--- src/rtl/demultiplexer_1_to_4_reg.sv ---
// Registered 1-to-4 demultiplexer with valid/ready on every side.
// Each output channel owns a one-entry holding register.
module demultiplexer_1_to_4_reg #(
   parameter int N_BITS = 32
) (
   input  logic              clk,
   input  logic              reset,
   input  logic              clear_i,
   input  logic [1:0]        selector_i,
   input  logic [N_BITS-1:0] data_i,
   input  logic              valid_i,
   output logic              ready_o,
   output logic [N_BITS-1:0] data_0_o,
   output logic [N_BITS-1:0] data_1_o,
   output logic [N_BITS-1:0] data_2_o,
   output logic [N_BITS-1:0] data_3_o,
   output logic              valid_0_o,
   output logic              valid_1_o,
   output logic              valid_2_o,
   output logic              valid_3_o,
   input  logic              ready_0_i,
   input  logic              ready_1_i,
   input  logic              ready_2_i,
   input  logic              ready_3_i
);

   logic [N_BITS-1:0] r_data [4];
   logic [3:0]        r_valid;
   logic [3:0]        w_ready;
   logic [3:0]        w_load;
   logic [3:0]        w_xfer;
   logic              w_accept;

   assign w_ready = {ready_3_i, ready_2_i, ready_1_i, ready_0_i};

   // A channel can take a word if empty or if its consumer drains it now
   always_comb begin
      ready_o  = !clear_i &
                 (!r_valid[selector_i] | w_ready[selector_i]);
      w_accept = valid_i & ready_o;
      w_load   = '0;
      w_xfer   = r_valid & w_ready;
      if (w_accept) begin
         w_load[selector_i] = 1'b1;
      end
   end

   always_ff @(posedge clk or negedge reset) begin
      if (!reset) begin
         r_valid <= '0;
         for (int k = 0; k < 4; k++) begin
            r_data[k] <= '0;
         end
      end else if (clear_i) begin
         r_valid <= '0;
      end else begin
         for (int k = 0; k < 4; k++) begin
            if (w_load[k]) begin
               r_valid[k] <= 1'b1;
               r_data[k]  <= data_i;
            end else if (w_xfer[k]) begin
               r_valid[k] <= 1'b0;
            end
         end
      end
   end

   assign data_0_o  = r_data[0];
   assign data_1_o  = r_data[1];
   assign data_2_o  = r_data[2];
   assign data_3_o  = r_data[3];
   assign valid_0_o = r_valid[0];
   assign valid_1_o = r_valid[1];
   assign valid_2_o = r_valid[2];
   assign valid_3_o = r_valid[3];

endmodule

--- config.mk ---
export PLATFORM = sky130hd
export DESIGN_NAME = demultiplexer_1_to_4_reg
export DESIGN_NICKNAME = d
export VERILOG_FILES = /design/src/rtl/demultiplexer_1_to_4_reg.sv
export SDC_FILE = /design/constraint.sdc
export NUM_CORES = 1
export LEC_CHECK = 0
export ABC_AREA = 1
export ABC_CLOCK_PERIOD_IN_PS = 1500
export CAP_MARGIN = 20
export CORE_MARGIN = 1.5
export CORE_UTILIZATION = 41
export CTS_BUF_LIST = sky130_fd_sc_hd__clkbuf_16
export CTS_CLUSTER_SIZE = 24
export DETAILED_ROUTE_END_ITERATION = 8
export PLACE_DENSITY = 0.85
export SKIP_CTS_REPAIR_TIMING = 1
export SLEW_MARGIN = 20
export SYNTH_ARGS = -nofsm -noshare
export SYNTH_HDL_FRONTEND = slang
export SYNTH_SLANG_ARGS = --single-unit
--- constraint.sdc ---
create_clock -name clk -period 1.5 [get_ports clk]
set_clock_uncertainty 0.1 [all_clocks]
set_input_delay 0.45 -clock clk [delete_from_list [all_inputs] [get_ports clk]]
set_output_delay 0.45 -clock clk [all_outputs]
set_load 0.02 [all_outputs]
==> flow_summary.ini, run 1 <==
[run_status]
status = complete, but fails checks
violations = setup timing

[grt]
grtUsageTotal_pct = 23.45
grt_pass1_wl_um = 23670
gr-total-overflow = 0
antenna_found_initial = 0
grt_start_max_net_pins = 35
grt_pass1_vias = 4644

[detailed_routing]
firstDrtPassIters = 5
drt_iter0_drc = 494
dr_wl_met2_um = 10650
met3_length_um = 1862
vias = 5458
via_per_inst = 5.154
wl_per_cell_um = 19.95
drc = 0
met1_length_um = 7633
antenna_left = 0
routed_wirelength_um = 21130
maxUsedRoutingLayer = met4

[timing]
finalCritPeriodShare_pct = 127.7
fin_crit_ns = 1.915
finalSetupViolCount = 227
rsz0062_at_grt = yes
slew_headroom_pct = 75.03
max_freq_mhz = 522.1
hold_viol = 0
worstMarginPinSlew_ns = 0.3733
slew_violations = 0
hold_ws_ns = 0.1806
fin_ws_ns = -0.4154

[clock_network]
clock_path_buffers = 2
clk_pin_slew_ns = 0.06
htreeDepth = 4
numCtsBuffers = 17
numClockSinks = 132
root_buffer = clkbuf_16
cts_tree = yes
clk_latency_ns = 0.42

[critical_path]
end_kind = primary output
start_kind = primary input
path_class = primary input to primary output
worstPathArrival_ns = 1.37
critPathMaxFanout = 6
crit_required_ns = 0.95

[layout]
area_delta_synth_final_pct = 84.88
final_core_util_pct = 78.77
regArea_mm2 = 0.003303
postLayoutCellArea_mm2 = 0.009579
antenna_cells = 0
nets = 920
fillers = 703
multi_input_area_mm2 = 0.002163
drive_gt1_share_pct = 48.26

[worst_hold_path]
hold_path.class = primary input to flop

[floorplanning]
core_mm2 = 0.01216
fp.dieH_um = 115.4
ioPinCount = 175
dieArea_mm2 = 0.01332
num_rows = 40
start_util_pct = 42.60
die_w_um = 115.4

[logic_synthesis]
synth_cell_types = 14
async_flop_share_pct = 100.0
yosysSeqAreaShare_pct = 63.75
syn_nets = 631
synth_top_cell_by_area = dfrtp_1
synth_common_cells = nand2_1, dfrtp_1, buf_4, inv_1
synthSimpleGateAreaFrac_pct = 31.83
synth_top_family_by_area = simple AND/OR/NAND/NOR gates
synthTopCellsByArea = dfrtp_1, nand2_1, buf_4, nor2_4, nand4_1
post-synth-top-count-cell = nand2_1
synthMuxAreaShare_pct = 0
yosysWarnings = 0
synth_seq_cells = 132
synth_xor_area_share_pct = 0
synth-edff-count = 0
synth_ff_type = dfrtp_1
netlist_instances = 589
yosys.area.top_type_share_pct = 63.75
avgSynthCellArea_um2 = 8.797
synthAdderAreaFrac_pct = 0
synth_compound_area_share_pct = 0.2898
synth_area_mm2 = 0.005181

[placement]
pre_cts_ws_ns = -1.164
placed_area_mm2 = 0.007366
place_congestion = 0.8854
portBuffers = 174
dp_hpwl_um = 10140

[pwr]
p_per_area_mw_per_mm2 = 1410
leakage_nw = 5.218
ir_worst_vdd_uv = 780.9
power.total_mw = 13.51

[flow_run]
maxCapViolations = 0
final timing paths:
kind	from	to	slack, ns	cells after the start
min	ready_1_i	r_valid[1]$_DFFE_PN0P_	0.18	2
max in group asynchronous	reset	data_0_o[14]$_DFFE_PN0P_	0.42	3
min in group asynchronous	reset	data_1_o[5]$_DFFE_PN0P_	0.38	2
max reg2reg	r_valid[1]$_DFFE_PN0P_	data_2_o[8]$_DFFE_PN0P_	-0.41	13
min reg2reg	data_3_o[18]$_DFFE_PN0P_	data_3_o[18]$_DFFE_PN0P_	0.40	2
max	selector_i[1]	ready_o	-0.42	7
kinds of logic after synthesis:
| kind of cell | after synthesis |
|---|---|
| flops | 132 |
| compound gates | 3 |
| buf+inv | 32 |
| simple gates | 422 |
cell type report:
| type | instances | area share [%] |
|---|---|---|
| repair buffers | 295 | 34.27 |
| inverters | 7 | 0.3004 |
| clock buffers | 17 | 4.441 |
| well taps | 168 | 2.194 |
| multi-input cells | 425 | 22.58 |
| clock inverters | 15 | 1.724 |
| flip-flops and latches | 132 | 34.48 |
sequential cells by signal, indices dropped and copies added, names as in the netlist:
name,cells
data_0_o,32
data_1_o,32
data_2_o,32
data_3_o,32
r_valid,4
cells in the final DEF, fill, tap and decap left out, drive strengths merged:
cell and instances:
buf 243, clkinv 7, nand2 404, nand4 4, inv 9, clkbuf 28
nand3 4, a21oi 1, o21ai 2, clkdlybuf4s50 34, dlygate4sd3 1, nor2 10
bufinv 3, dlymetal6s2s 6, dfrtp 132, clkinvlp 3
power by group:
part,switching [mW],internal [mW],total (mW)
clock,1.63,2.59,4.22
combinational,2.20,2.23,4.44
sequential,0.589,4.26,4.85
total,4.42,9.09,13.5
through the flow:
step,setup TNS (ns),std cells
CTS,-119.78,973
floorplan,-18.57,589
finish,-46.92,1059
detailed placement,-117.34,941
global placement,-109.10,941
global route,-64.91,1059
routing by layer:
metal,global-route usage (%),vias up
met4,10.12,0
li1,-,2373
met2,37.04,338
met1,30.09,2671
met5,0,-
met3,7.113,76
critical path, cell delays in order:
cell and delay [ns]:
dlymetal6s2s_1 0.24, inv_1 0.13, nand3_1 0.09, nand2_1 0.07, nor2_2 0.14, a21oi_2 0.08
buf_4 0.15
Power figures use the tool's default switching activity.
==> run 2: changes to the inputs <==
--- a/config.mk
+++ b/config.mk
@@ -6,7 +6,6 @@
 export NUM_CORES = 1
 export LEC_CHECK = 0
 export ABC_AREA = 1
-export ABC_CLOCK_PERIOD_IN_PS = 1500
 export CAP_MARGIN = 20
 export CORE_MARGIN = 1.5
 export CORE_UTILIZATION = 41
@@ -14,6 +13,7 @@
 export CTS_CLUSTER_SIZE = 24
 export DETAILED_ROUTE_END_ITERATION = 8
 export PLACE_DENSITY = 0.85
+export RECOVER_POWER = 25
 export SKIP_CTS_REPAIR_TIMING = 1
 export SLEW_MARGIN = 20
 export SYNTH_ARGS = -nofsm -noshare
==> run 2 against run 1 <==
  * The flow still finishes with violations (setup timing)
  * Setup slack hardly changed
  * First-iteration DRC count stayed put
  * Via count hardly changed
  * Non-clock buffer count stayed put
  * Highest routed layer unchanged
==> flow_summary.ini, run 2 (synthesized netlist as in run 1, its figures left out) <==
[grt]
antenna_found_initial = 0
gr-total-overflow = 0
grt_pass1_vias = 4644
grt_pass1_wl_um = 23670
grtUsageTotal_pct = 23.45
grt_start_max_net_pins = 35

[layout]
area_delta_synth_final_pct = 84.76
multi_input_area_mm2 = 0.002163
instances_no_fill = 1059
regArea_mm2 = 0.003303
postLayoutCellArea_mm2 = 0.009573
mostFrequentLayoutCells = nand2_1, buf_6, dfrtp_1, nand2_2, buf_4
drive_gt1_share_pct = 48.26
antenna_cells = 0
fillers = 705
nets = 920
mostFrequentLayoutCell = nand2_1

[critical_path]
critPathMaxFanout = 6
start_kind = primary input
crit_chain = dlymetal6s2s_1 -> inv_1 -> nand3_1 -> nand2_1 -> nor2_2 -> a21oi_2 -> buf_4
crit_required_ns = 0.95
slowest_stage = dlymetal6s2s_1
crit_path_max_incr_delay_ns = 0.24
path_class = primary input to primary output
end_kind = primary output
worstPathArrival_ns = 1.37

[clock_network]
clk_pin_slew_ns = 0.06
cts_tree = yes
numCtsBuffers = 17
clock_path_buffers = 2
htreeDepth = 4
root_buffer = clkbuf_16
numClockSinks = 132
clk_latency_ns = 0.42

[detailed_routing]
drc = 0
firstDrtPassIters = 5
via_per_inst = 5.158
routed_wirelength_um = 21120
antenna_left = 0
wl_per_cell_um = 19.94
drt_iter0_drc = 494
vias = 5462

[timing]
finalCritPeriodShare_pct = 127.7
fin_ws_ns = -0.4153
slew_violations = 0
fin_setup_tns_ns = -46.92
slew_headroom_pct = 42.36
hold_viol = 0
worstMarginPinSlew_ns = 0.8645
rsz0062_at_grt = yes
fin_crit_ns = 1.915
max_freq_mhz = 522.1
hold_ws_ns = 0.1806
finalSetupViolCount = 227

[floorplanning]
ioPinCount = 175
die_w_um = 115.4
core_mm2 = 0.01216
num_rows = 40
fp.dieH_um = 115.4
dieArea_mm2 = 0.01332
start_util_pct = 42.60

[run_status]
violations = setup timing
status = complete, but fails checks

[placement]
portBuffers = 174
dp_hpwl_um = 10140
placed_area_mm2 = 0.007366
pre_cts_ws_ns = -1.164
place_congestion = 0.8854
dp_cells = 941

[pwr]
p_per_area_mw_per_mm2 = 1411
ir_worst_vdd_uv = 780.7
leakage_nw = 5.216

[worst_hold_path]
hold_path.class = primary input to flop

[flow_run]
maxCapViolations = 0
[run 2: power breakdown]
part           switching (mW)  internal, mW  total [mW]
Sequential              0.588          4.26        4.85
Combinational            2.20          2.23        4.43
Clock                    1.63          2.59        4.22
[run 2: layout make-up]
class	instances	area share, %
clock buffers	17	4.444
clock inverters	15	1.725
inverters	7	0.3006
multi-input cells	425	22.60
flip-flops and latches	132	34.51
well taps	168	2.196
repair buffers	295	34.23
[run 2: worst paths after layout]
check	start	to	slack (ns)	depth (start not counted)
setup reg to reg	r_valid[1]$_DFFE_PN0P_	data_2_o[8]$_DFFE_PN0P_	-0.41	13
min in group asynchronous	reset	data_1_o[5]$_DFFE_PN0P_	0.58	2
hold reg to reg	data_3_o[18]$_DFFE_PN0P_	data_3_o[18]$_DFFE_PN0P_	0.40	2
max in group asynchronous	reset	data_0_o[14]$_DFFE_PN0P_	0.03	3
hold / removal	ready_1_i	r_valid[1]$_DFFE_PN0P_	0.18	2
setup / recovery	selector_i[1]	ready_o	-0.42	7
[run 2: critical path: cells and delay by family]
kind / cells / cell delay [ns]
buffers and inverters: 3 / 0.52
AO/OA/AOI/OAI: 1 / 0.08
AND/OR/NAND/NOR: 3 / 0.30
[run 2: stage by stage]
stage               util (%)  power [mW]
floorplan                  -       6.212
global placement       60.57       8.105
detailed placement     60.57       8.189
CTS                    65.42       12.35
global route           78.71       13.99
finish                 78.71       13.51
[run 2: metal layers]
layer  vias up  routed length (um)  share of wire, %  track usage (%)
met2       343               10620                50            37.04
li1       2374                   -                 -                -
met5         -                   0                 0                0
met4         0                 981               4.6            10.12
met1      2669                7605                36            30.09
met3        76                1909               9.0            7.113
